$ cat config.mk
export PLATFORM = sky130hd
export DESIGN_NAME = seq_bit_decoder
export DESIGN_NICKNAME = d
export VERILOG_FILES = /design/src/rtl/seq_pkg.sv /design/src/rtl/seq_trans_check.sv /design/src/rtl/seq_bit_decoder.sv
export SDC_FILE = /design/constraint.sdc
export NUM_CORES = 1
export LEC_CHECK = 0
export ABC_AREA = 1
export CAP_MARGIN = 20
export CORE_MARGIN = 2
export CORE_UTILIZATION = 50
export CTS_BUF_LIST = sky130_fd_sc_hd__clkbuf_8 sky130_fd_sc_hd__clkbuf_16
export CTS_CLUSTER_DIAMETER = 120
export DETAILED_ROUTE_END_ITERATION = 16
export PLACE_DENSITY = 0.85
export RECOVER_POWER = 25
export SLEW_MARGIN = 20
export SYNTH_ARGS = -nofsm -noshare
export SYNTH_HDL_FRONTEND = slang
export SYNTH_SLANG_ARGS = --single-unit
$ cat constraint.sdc
create_clock -name clk -period 2 [get_ports clk]
set_clock_uncertainty 0.1 [all_clocks]
set_input_delay 0.2 -clock clk [delete_from_list [all_inputs] [get_ports clk]]
set_output_delay 0.2 -clock clk [all_outputs]
set_load 0.02 [all_outputs]
$ cat src/rtl/seq_pkg.sv
// Shared symbol codes, decoder state type and symbol legality helper for the
// five-state sequence generator / decoder family.
package seq_pkg;

   localparam logic [2:0] SYM_0 = 3'd0;
   localparam logic [2:0] SYM_2 = 3'd2;
   localparam logic [2:0] SYM_3 = 3'd3;
   localparam logic [2:0] SYM_4 = 3'd4;
   localparam logic [2:0] SYM_5 = 3'd5;

   typedef enum logic {HUNT, LOCKED} dec_state_t;

   function automatic logic sym_is_legal(input logic [2:0] s);
      return (s == SYM_0) || (s == SYM_2) || (s == SYM_3) ||
             (s == SYM_4) || (s == SYM_5);
   endfunction

endpackage

$ cat src/rtl/seq_trans_check.sv
// Combinational transition checker for the generator graph: flags legal
// prev->sym pairs and recovers the generator input bit where it is observable.
module seq_trans_check
   import seq_pkg::*;
(
   input  logic [2:0] prev,
   input  logic [2:0] sym,
   output logic       legal,
   output logic       has_bit,
   output logic       bit_val
);

   always_comb begin
      legal   = 1'b0;
      has_bit = 1'b0;
      bit_val = 1'b0;
      case (prev)
         SYM_0: legal = (sym == SYM_3);
         SYM_2: legal = (sym == SYM_4);
         SYM_5: legal = (sym == SYM_2);
         // Only states 3 and 4 branch on a, so only they reveal it
         SYM_3: begin
            legal   = (sym == SYM_5) || (sym == SYM_2);
            has_bit = legal;
            bit_val = (sym == SYM_5);
         end
         SYM_4: begin
            legal   = (sym == SYM_3) || (sym == SYM_0);
            has_bit = legal;
            bit_val = (sym == SYM_3);
         end
         default: legal = 1'b0;
      endcase
   end

endmodule

$ cat src/rtl/seq_bit_decoder.sv
// Receive-side decoder for the sequence generator: hunts for sync, locks after
// a run of legal transitions, recovers input bits and tracks errors.
module seq_bit_decoder
   import seq_pkg::*;
#(
   parameter int LOCK_LEN = 2,
   parameter int MAX_ERR  = 3,
   parameter int CNT_W    = 8
) (
   input  logic             clk,
   input  logic             reset,
   input  logic             sym_valid,
   input  logic [2:0]       sym,
   output logic             bit_valid,
   output logic             bit_out,
   output logic             locked,
   output logic             err,
   output logic [CNT_W-1:0] err_count
);

   localparam logic [3:0] LOCK_LEN_C = 4'(LOCK_LEN);
   localparam logic [3:0] MAX_ERR_C  = 4'(MAX_ERR);

   function automatic logic [CNT_W-1:0] sat_inc(input logic [CNT_W-1:0] v);
      if (&v) return v;
      return v + CNT_W'(1);
   endfunction

   dec_state_t       state_q, state_d;
   logic [2:0]       prev_q, prev_d;
   logic             prev_valid_q, prev_valid_d;
   logic [3:0]       run_q, run_d;
   logic [3:0]       err_run_q, err_run_d;
   logic [CNT_W-1:0] err_count_q, err_count_d;
   logic             bit_valid_d, bit_out_d, err_d;
   logic             bit_out_q;
   logic             bit_valid_q, err_q;

   logic trans_legal, trans_has_bit, trans_bit;
   logic sym_ok;

   seq_trans_check u_check (
      .prev    (prev_q),
      .sym     (sym),
      .legal   (trans_legal),
      .has_bit (trans_has_bit),
      .bit_val (trans_bit)
   );

   assign sym_ok = sym_is_legal(sym);

   always_comb begin
      state_d      = state_q;
      prev_d       = prev_q;
      prev_valid_d = prev_valid_q;
      run_d        = run_q;
      err_run_d    = err_run_q;
      err_count_d  = err_count_q;
      bit_valid_d  = 1'b0;
      bit_out_d    = bit_out_q;
      err_d        = 1'b0;
      if (sym_valid) begin
         case (state_q)
            HUNT: begin
               if (!sym_ok) begin
                  // Invalid code leaves prev untouched but voids it as a seed
                  prev_valid_d = 1'b0;
                  run_d        = '0;
               end else if (!prev_valid_q) begin
                  prev_d       = sym;
                  prev_valid_d = 1'b1;
                  run_d        = '0;
               end else if (trans_legal) begin
                  prev_d = sym;
                  if (run_q + 4'd1 == LOCK_LEN_C) begin
                     state_d   = LOCKED;
                     run_d     = '0;
                     err_run_d = '0;
                  end else begin
                     run_d = run_q + 4'd1;
                  end
               end else begin
                  prev_d = sym;
                  run_d  = '0;
               end
            end
            LOCKED: begin
               if (trans_legal) begin
                  prev_d      = sym;
                  err_run_d   = '0;
                  bit_valid_d = trans_has_bit;
                  if (trans_has_bit) bit_out_d = trans_bit;
               end else begin
                  err_d       = 1'b1;
                  err_count_d = sat_inc(err_count_q);
                  if (sym_ok) prev_d = sym;
                  if (err_run_q + 4'd1 == MAX_ERR_C) begin
                     state_d      = HUNT;
                     prev_valid_d = sym_ok;
                     run_d        = '0;
                     err_run_d    = '0;
                  end else begin
                     err_run_d = err_run_q + 4'd1;
                  end
               end
            end
            default: state_d = HUNT;
         endcase
      end
   end

   always_ff @(posedge clk) begin
      if (reset) begin
         state_q      <= HUNT;
         prev_q       <= SYM_0;
         prev_valid_q <= 1'b0;
         run_q        <= '0;
         err_run_q    <= '0;
         err_count_q  <= '0;
         bit_valid_q  <= 1'b0;
         bit_out_q    <= 1'b0;
         err_q        <= 1'b0;
      end else begin
         state_q      <= state_d;
         prev_q       <= prev_d;
         prev_valid_q <= prev_valid_d;
         run_q        <= run_d;
         err_run_q    <= err_run_d;
         err_count_q  <= err_count_d;
         bit_valid_q  <= bit_valid_d;
         bit_out_q    <= bit_out_d;
         err_q        <= err_d;
      end
   end

   assign locked    = (state_q == LOCKED);
   assign bit_valid = bit_valid_q;
   assign bit_out   = bit_out_q;
   assign err       = err_q;
   assign err_count = err_count_q;

endmodule

## Word-level counts from Yosys, hierarchy flattened

Cells that the tools add are included.

- Word-level logic and storage cells: 84
- Flip-flop bits (word level): 24
- Output and inout port bits: 12
- Input port bits: 6

- Mux-type cells: 37
- Add/sub/neg operators: 3
- Equality and inequality tests: 17
- Reduce and logical (&&, ||, !) cells: 15
- Bitwise operators: 3

Operators with widths:

| operator | count |
|---|---|
| $mux 4 | 12 |
| $pmux 4 s2 | 2 |
| $mux 1 | 14 |
| $eq 3x2->1 const B | 4 |
| $eq 3x3->1 const B | 4 |
| $ne 2x2->1 const B | 6 |
| $add 4x1->4 const B | 2 |
| $add 8x1->8 const B | 1 |
| $eq 4x2->1 const B | 2 |
| $mux 8 | 1 |
| $pmux 1 s2 | 4 |
| $reduce_and 4->1 | 2 |
| $reduce_and 8->1 | 1 |
| $logic_not 3->1 | 2 |
| $logic_or 1x1->1 | 6 |
| $mux 3 | 2 |
| $pmux 3 s2 | 1 |
| $pmux 1 s5 | 1 |
| $reduce_and 5->1 | 1 |
| $reduce_or 4->1 | 1 |
| $not 1->1 | 3 |
| $reduce_and 3->1 | 1 |
| $reduce_or 3->1 | 1 |
| $ne 2x1->1 const B | 1 |

## Longest topological paths before layout

Gate-level depths: netlist (run 1).

- Word-level depth: 8
- Depth in mapped cells: 11
- Mapped depth without buffers: 11

## Modules after synthesis

A second synthesis (run 1) with hierarchy kept.

- Cell total of the unflattened synthesis: 223
- Area total of the unflattened synthesis: 1,428.9 um^2

Modules (own cells, without submodules):

| module | cells each | sequential area each (um^2) | area an instance (um^2) | times used |
|---|---|---|---|---|
| seq_bit_decoder | 186 | 480.5 | 1,275.0 | 1 |
| seq_trans_check | 37 | 0.0 | 153.9 | 1 |

## Worst setup path after synthesis (run 1)

Ideal clock, no wire load.

- Kind: reg-to-reg
- Start point: register err_count_q[0] (netlist: err_count[0])
- End point: register err_count_q[2] (netlist: err_count[2])
- Clock period less this slack: 1.665 ns
- Library setup time: 0.071 ns
- Path buffers: 0
- Path slack: 0.335 ns
- Arrival: 1.494 ns
- Required time: 1.829 ns
- Cell stages (with the launch flop): 7
- Cells stage by stage: dfxtp_1 ha_1 nand4_1 nand3b_2 nand3_2 nand2_1 a21oi_1

- Cells in the longest elaborated chain, start to end: 7
- Elaborated cells between the ends (all ways): 9
- Classes of those cells: add/sub (1); eq/ne (1); mux (5); reduce/logical (2)

RTL lines:

| element | RTL line | text |
|---|---|---|
| start: declaration | seq_bit_decoder.sv:34 | `logic [CNT_W-1:0] err_count_q, err_count_d;` |
| start signal: assignment | seq_bit_decoder.sv:129 | `err_count_q <= err_count_d;` |
| $reduce_and 8->1 | seq_bit_decoder.sv:25 | `if (&v) return v;` |
| $mux 1 | seq_bit_decoder.sv:25 |  |
| $mux 1 | seq_bit_decoder.sv:88 | `if (trans_legal) begin` |
| $mux 1 | seq_bit_decoder.sv:63 | `case (state_q)` |
| $mux 1 | seq_bit_decoder.sv:62 | `if (sym_valid) begin` |
| $ne 2x2->1 (no line) | -- |  |
| $reduce_and 4->1 (no line) | -- |  |

Parallel ways exist; a longest one is shown, timed or not. The select of a mux whose other input is x is not followed.
A chain may end at the register's enable or synchronous reset.

## Final worst setup path (run 1)

- Start point: register err_run_q[0]
- End point: register run_q[3]

- Cells in the longest elaborated chain, start to end: 4

RTL lines:

| element | RTL line | text |
|---|---|---|
| start: declaration | seq_bit_decoder.sv:33 | `logic [3:0] err_run_q, err_run_d;` |
| start signal: assignment | seq_bit_decoder.sv:128 | `err_run_q <= err_run_d;` |
| $add 4x1->4 | seq_bit_decoder.sv:97 | `if (err_run_q + 4'd1 == MAX_ERR_C) begin` |
| $eq 4x2->1 | seq_bit_decoder.sv:97 |  |
| $ne 2x1->1 (no line) | -- |  |
| $reduce_and 3->1 (no line) | -- |  |
| end signal: assignment | seq_bit_decoder.sv:127 | `run_q <= run_d;` |
| end: declaration | seq_bit_decoder.sv:32 | `logic [3:0] run_q, run_d;` |

No other way between the ends.

==> out/metrics.yaml, run 1 <==
maxSlewHeadroom: 0.7735
synth_edf_count: 0
holdBufCountCts: 0
cp_data_arrival_time_ns: 1.92
p_per_area_mw_per_mm2: 589.2
synth-xor-area-share: 0.06106
die_w_um: 57.18
cp.required_ns: 2.09
slew_viol_final: 0
drtIter0Drc: 33
cpPeakStageDelay_ns: 0.36
num_antenna_cells: 0
synth_ff_type: "dfxtp_1"
holdPathStages: 2
min_period_over_period: 0.9110
ir_drop_uv: 668.3
dr.pass1.iters: 4
cts_setup_buffers: 0
rows: 19
synthArstFlopShare: 0
synthSimpleGateAreaFrac: 0.3814
critPathSlowestCell: "dfxtp_1"
tightest_slew_ns: 0.3387
drt_wl_total_um: 2997
crit_fanout: 6
grt_pass1_wl_um: 5313
port-buffer-count: 17
hpwl_um: 2287
rrSetupSlack_ns: 0.18
period_needed_ns: 1.822
start_kind: "register"
die_area_mm2: 0.003269
cts_root_buf: "clkbuf_8"
tritoncts: "built"
yosysSeqAreaShare: 0.3398
r2r_cells: 9
initial_utilization: 0.5217
syn_nets: 209
core_mm2: 0.002710
cts_resized: 0
max_freq_ghz: 0.5489
syn_to_final_growth_pct: 20.71
muxShareOfSynthArea: 0
ys_types: 28
avgSynthCellArea_um2: 7.141
cp-end-kind: "register"
cts_buffers: 3
io_pins: 18
gp_congestion: 0.8679
ys_warn_count: 0
antenna_found_initial: 0
htree_levels: 1
post_drt_wl_per_cell_um: 11.89
cts_buffer_depth: 2
rsz0062_at_grt: "no"
synthAdderAreaFrac: 0.04425
hold_slack_ns: 0.4017
synth_top_family_by_area: "simple AND/OR/NAND/NOR gates"
leakagePower_nw: 0.6759
fin_cells: 252
path_class: "register to register"
placed_cells: 248
n_fill_cell: 269
clock-sinks: 24
synth_cells: 198
via_count: 1361
overflow: 0
synth_compound_area_frac: 0.1009
num-nets-final: 233
drc: 0
worstSkewPairLatency_ns: 0.27
grt_use_total: 0.2021
synth_area_mm2: 0.001414
drive_gt1_frac: 0.1222
ant_nets: 0
min_path_type: "register to register"
viasPerCell: 5.401
die_height_um: 57.18
grt_pass1_vias: 1265
ys_ff_latch: 24
drv_cap: 0
status: "completed"
grt_max_degree: 15
cp_cell_sequence: "ha_1 > xor2_1 > nor2_1 > nand2_1 > a21oi_1 > nand2_2 > inv_2 > nand2_1 > a21oi_1"
hold_violations: 0
clkTransAtPathRegs_ns: 0.09
setup_viol: 0
[power breakdown]
part	leakage (nW)	switching, mW	internal (mW)	total [mW]
clock network	0.0357	0.163	0.268	0.430
registers	0.194	0.00813	0.483	0.491
logic	0.446	0.0523	0.0318	0.0841
total	0.676	0.223	0.783	1.01
[metrics by stage]
stage	power, mW	TNS (ns)	cell area (um2)	util	setup slack [ns]
floorplan	0.5563	0	1414	-	0.3351
detailed placement	0.5883	-0.1436	1644	0.6066	-0.02737
finish	1.006	0	1707	0.6297	0.1780
CTS	1.007	0	1715	0.6330	0.1624
global route	1.046	0	1707	0.6297	0.02360
global placement	0.5865	0	1644	0.6066	0.03671
[critical path: cells and delay by family (launching register included)]
| kind | cells | cell delay, ns |
|---|---|---|
| xor gates and xnor gates | 1 | 0.16 |
| and+or+nand+nor | 4 | 0.47 |
| AOI/OAI and AO/OA | 2 | 0.34 |
| buffers and inverters | 1 | 0.10 |
| adders and majority gates | 1 | 0.22 |
| DFF | 1 | 0.36 |
[placed cells by master (no fill, tap or decap), drive strengths merged]
cell type,n
clkdlybuf4s50,12
xnor2,4
dlygate4sd3,5
nand2,47
nand3,16
inv,21
ha,5
clkbuf,4
dfxtp,24
buf,5
o21ai,4
nor2,25
nand4,13
nor3,3
bufinv,1
xor2,5
nand3b,3
nor2b,1
o22ai,1
o31ai,1
a21oi,21
[flip-flops by register name (all words and copies together), names as in the netlist]
| register | flops |
|---|---|
| bit_out | 1 |
| bit_valid | 1 |
| err | 1 |
| err_count | 8 |
| err_run_q | 4 |
| locked | 1 |
| prev_q | 3 |
| prev_valid_q | 1 |
| run_q | 4 |
[cells in the mapped netlist (2+ instances only)]
master | number | area (um2)
a21oi_1 | 20 | 100.1
clkbuf_1 | 2 | 7.510
dfxtp_1 | 24 | 480.5
ha_1 | 5 | 62.56
inv_1 | 15 | 56.30
inv_2 | 6 | 22.52
nand2_1 | 44 | 165.2
nand2_2 | 3 | 18.77
nand3_1 | 11 | 55.05
nand3_2 | 5 | 50.05
nand3b_1 | 2 | 15.01
nand4_1 | 12 | 75.07
nor2_1 | 24 | 90.09
nor3_1 | 2 | 10.01
o21ai_0 | 4 | 20.02
xnor2_1 | 4 | 35.03
xor2_1 | 4 | 35.03
[cell type report]
| cell class | count | area [um2] | area share |
|---|---|---|---|
| clock buffer | 3 | 41.29 | 0.02419 |
| clock inverter | 1 | 30.03 | 0.01760 |
| inverter | 21 | 78.83 | 0.04619 |
| multi-input combinational | 149 | 825.8 | 0.4839 |
| sequential | 24 | 480.5 | 0.2815 |
| tap | 31 | 38.79 | 0.02273 |
| timing repair buffer | 23 | 211.5 | 0.1239 |
[path summary, 6_finish.rpt]
kind	startpoint	to
hold reg to reg	bit_out	bit_out
hold / removal	bit_out	bit_out
setup reg to reg	err_run_q[0]	run_q[3]
setup / recovery	err_run_q[0]	run_q[3]
[cell families (layout without fill, tap and decap cells)]
kind of cell,Yosys count,after routing
and+or+nand+nor,108,108
xor gates and xnor gates,9,9
buffers and inverters,25,48
AOI/OAI and AO/OA,27,27
DFF,24,24
adders and majority gates,5,5
[routing by layer]
metal / track usage / vias to the layer above / share of wire
met2: 0.3202 / 24 / 0.48
met1: 0.2713 / 630 / 0.48
met5: 0 / - / 0
met4: 0.07309 / 0 / 0.012
met3: 0.04535 / 4 / 0.031
li1: - / 703 / -
Power figures use the tool's default switching activity.
==> run 2: changes to the inputs <==
--- a/config.mk
+++ b/config.mk
@@ -7,7 +7,7 @@
 export LEC_CHECK = 0
 export ABC_AREA = 1
 export CAP_MARGIN = 20
-export CORE_MARGIN = 2
+export CORE_MARGIN = 8
 export CORE_UTILIZATION = 50
 export CTS_BUF_LIST = sky130_fd_sc_hd__clkbuf_8 sky130_fd_sc_hd__clkbuf_16
 export CTS_CLUSTER_DIAMETER = 120
==> run 2 against run 1 <==
Critical path depth unchanged. Combinational power about the same. Routed wire length up 1.5%. Clock power about the same. Sequential power about the same. Highest routed layer unchanged.
==> out/metrics.yaml, run 2 (synthesized netlist as in run 1, its figures left out) <==
status: "completed"
drc: 0  # unchanged
drive_gt1_frac: 0.1182  # -0.003990
clock-sinks: 24  # unchanged
start_kind: "register"
period_needed_ns: 1.834  # +0.01225 ns
setup_viol: 0  # unchanged
ant_nets: 0  # unchanged
grt_max_degree: 15  # unchanged
leakagePower_nw: 0.6680  # -1.2%
cts_root_buf: "clkbuf_8"
drt_wl_total_um: 3043  # +1.5%
dr.pass1.iters: 4  # unchanged
antenna_found_initial: 0  # unchanged
worstSkewPairLatency_ns: 0.27  # about the same
min_period_over_period: 0.9171  # +0.006123
comb_power_share: 0.084  # about the same
largest_reg_flops: 8  # unchanged
dp_slack_ns: 0.003228  # +0.03060 ns
final_common_cell: "nand2_1"
overflow: 0  # unchanged
cp.required_ns: 2.10  # about the same
die_height_um: 69.18  # +21%
drv_cap: 0  # unchanged
syn_to_final_growth_pct: 20.18
path_class: "register to register"
io_pins: 18  # unchanged
grt_pass1_vias: 1207  # -4.6%
cts_setup_buffers: 0  # unchanged
cp_data_arrival_time_ns: 1.94  # +0.02 ns
core_mm2: 0.002710  # unchanged
cts_buffers: 3  # unchanged
post_drt_wl_per_cell_um: 12.12  # +1.9%
hpwl_um: 2274  # -0.55%
rsz0062_at_grt: "no"
holdBufCountCts: 0  # unchanged
placed_cells: 247  # -0.40%
num-nets-final: 232  # -0.43%
clkPwrFrac: 0.428  # about the same
p_per_area_mw_per_mm2: 591.8  # +0.44%
power_mw: 1.006  # about the same
switching_power_uw: 223.0  # about the same
tritoncts: "built"
drtIter0Drc: 57  # +73%
initial_utilization: 0.5217  # unchanged
min_path_type: "register to register"
num_antenna_cells: 0  # unchanged
final_cell_mix: "nand2_1 (44), nor2_1 (24), dfxtp_1 (24)"
slew_viol_final: 0  # unchanged
crit_fanout: 6  # unchanged
port-buffer-count: 17  # unchanged
p_seq_frac: 0.489  # about the same
layout_setup_ws_ns: 0.1658  # -0.01225 ns
hold_violations: 0  # unchanged
cp-end-kind: "register"
cts_buffer_depth: 2  # unchanged
maxSlewHeadroom: 0.7710  # -0.002459
gp_congestion: 0.8456  # -2.6%
htree_levels: 1  # unchanged
intPower_uw: 782.5  # about the same
viasPerCell: 5.414  # +0.25%
rows: 19  # unchanged
fin_cells: 251  # -0.40%
setup_tns_ns: 0  # unchanged
grt_use_total: 0.1239  # -0.07817
max_freq_ghz: 0.5452  # -0.67%
via_count: 1359  # -0.15%
grt_pass1_wl_um: 5188  # -2.4%
ir_drop_uv: 544.2  # -19%
clkTransAtPathRegs_ns: 0.09  # about the same
p_sw_frac: 0.2218  # about the same
cts_resized: 0  # unchanged
die_area_mm2: 0.004785  # +46%
rrSetupSlack_ns: 0.17  # about the same
die_w_um: 69.18  # +21%
tightest_slew_ns: 0.3424  # +0.003677 ns
## run 2: cell count changes in the layout (fill, tap and decap cells not counted)
cell	delta
buf_4	-2
dlygate4sd3_1	-1
clkdlybuf4s50_1	+1
clkbuf_4	+1
## run 2: area by class of cell
type | instances | area [um2]
timing repair buffer | 22 | 203.9
tap | 31 | 38.79
sequential | 24 | 480.5
clock inverter | 1 | 30.03
clock buffer | 3 | 41.29
fill | 239 | 1011
multi-input combinational | 149 | 825.8
inverter | 21 | 78.83
## run 2: final timing paths
check / start / depth (start not counted) / to
min: run_q[3] / 2 / run_q[3]
max reg2reg: run_q[0] / 9 / err_run_q[1]
min reg2reg: run_q[3] / 2 / run_q[3]
max: run_q[0] / 9 / err_run_q[1]
## run 2: worst max-delay path, stage by stage (launching register included)
cell	delay [ns]
dfxtp_1	0.37
ha_1	0.23
xnor2_1	0.21
nand2_1	0.07
nor2_1	0.16
nor2b_1	0.18
nand3_2	0.12
nand2_2	0.12
nand2_1	0.07
a21oi_1	0.13
## run 2: metrics by stage
step | area, um2 | util | hold WS, ns
2_1_floorplan | 1414 | - | 0.1769
3_3_place_gp | 1637 | 0.6039 | 0.3765
3_5_place_dp | 1637 | 0.6039 | 0.3748
4_1_cts | 1708 | 0.6302 | 0.3883
5_1_grt | 1699 | 0.6270 | 0.4267
6_report | 1699 | 0.6270 | 0.3875
## run 2: metal layers
metal	track usage	part of all wire	vias to the layer above
li1	-	-	698
met1	0.1444	0.46	619
met2	0.2049	0.47	35
met3	0.03290	0.050	7
met4	0.05695	0.018	0
met5	0	0	-
## run 2: power groups by stage
stage          logic (mW)  clock network (mW)  registers (mW)
6_report           0.0840               0.430           0.491
5_1_grt            0.0942               0.451           0.492
4_1_cts            0.0860               0.436           0.491
3_5_place_dp       0.0851                   0           0.502
3_3_place_gp       0.0843                   0           0.502
2_1_floorplan      0.0560                   0           0.500
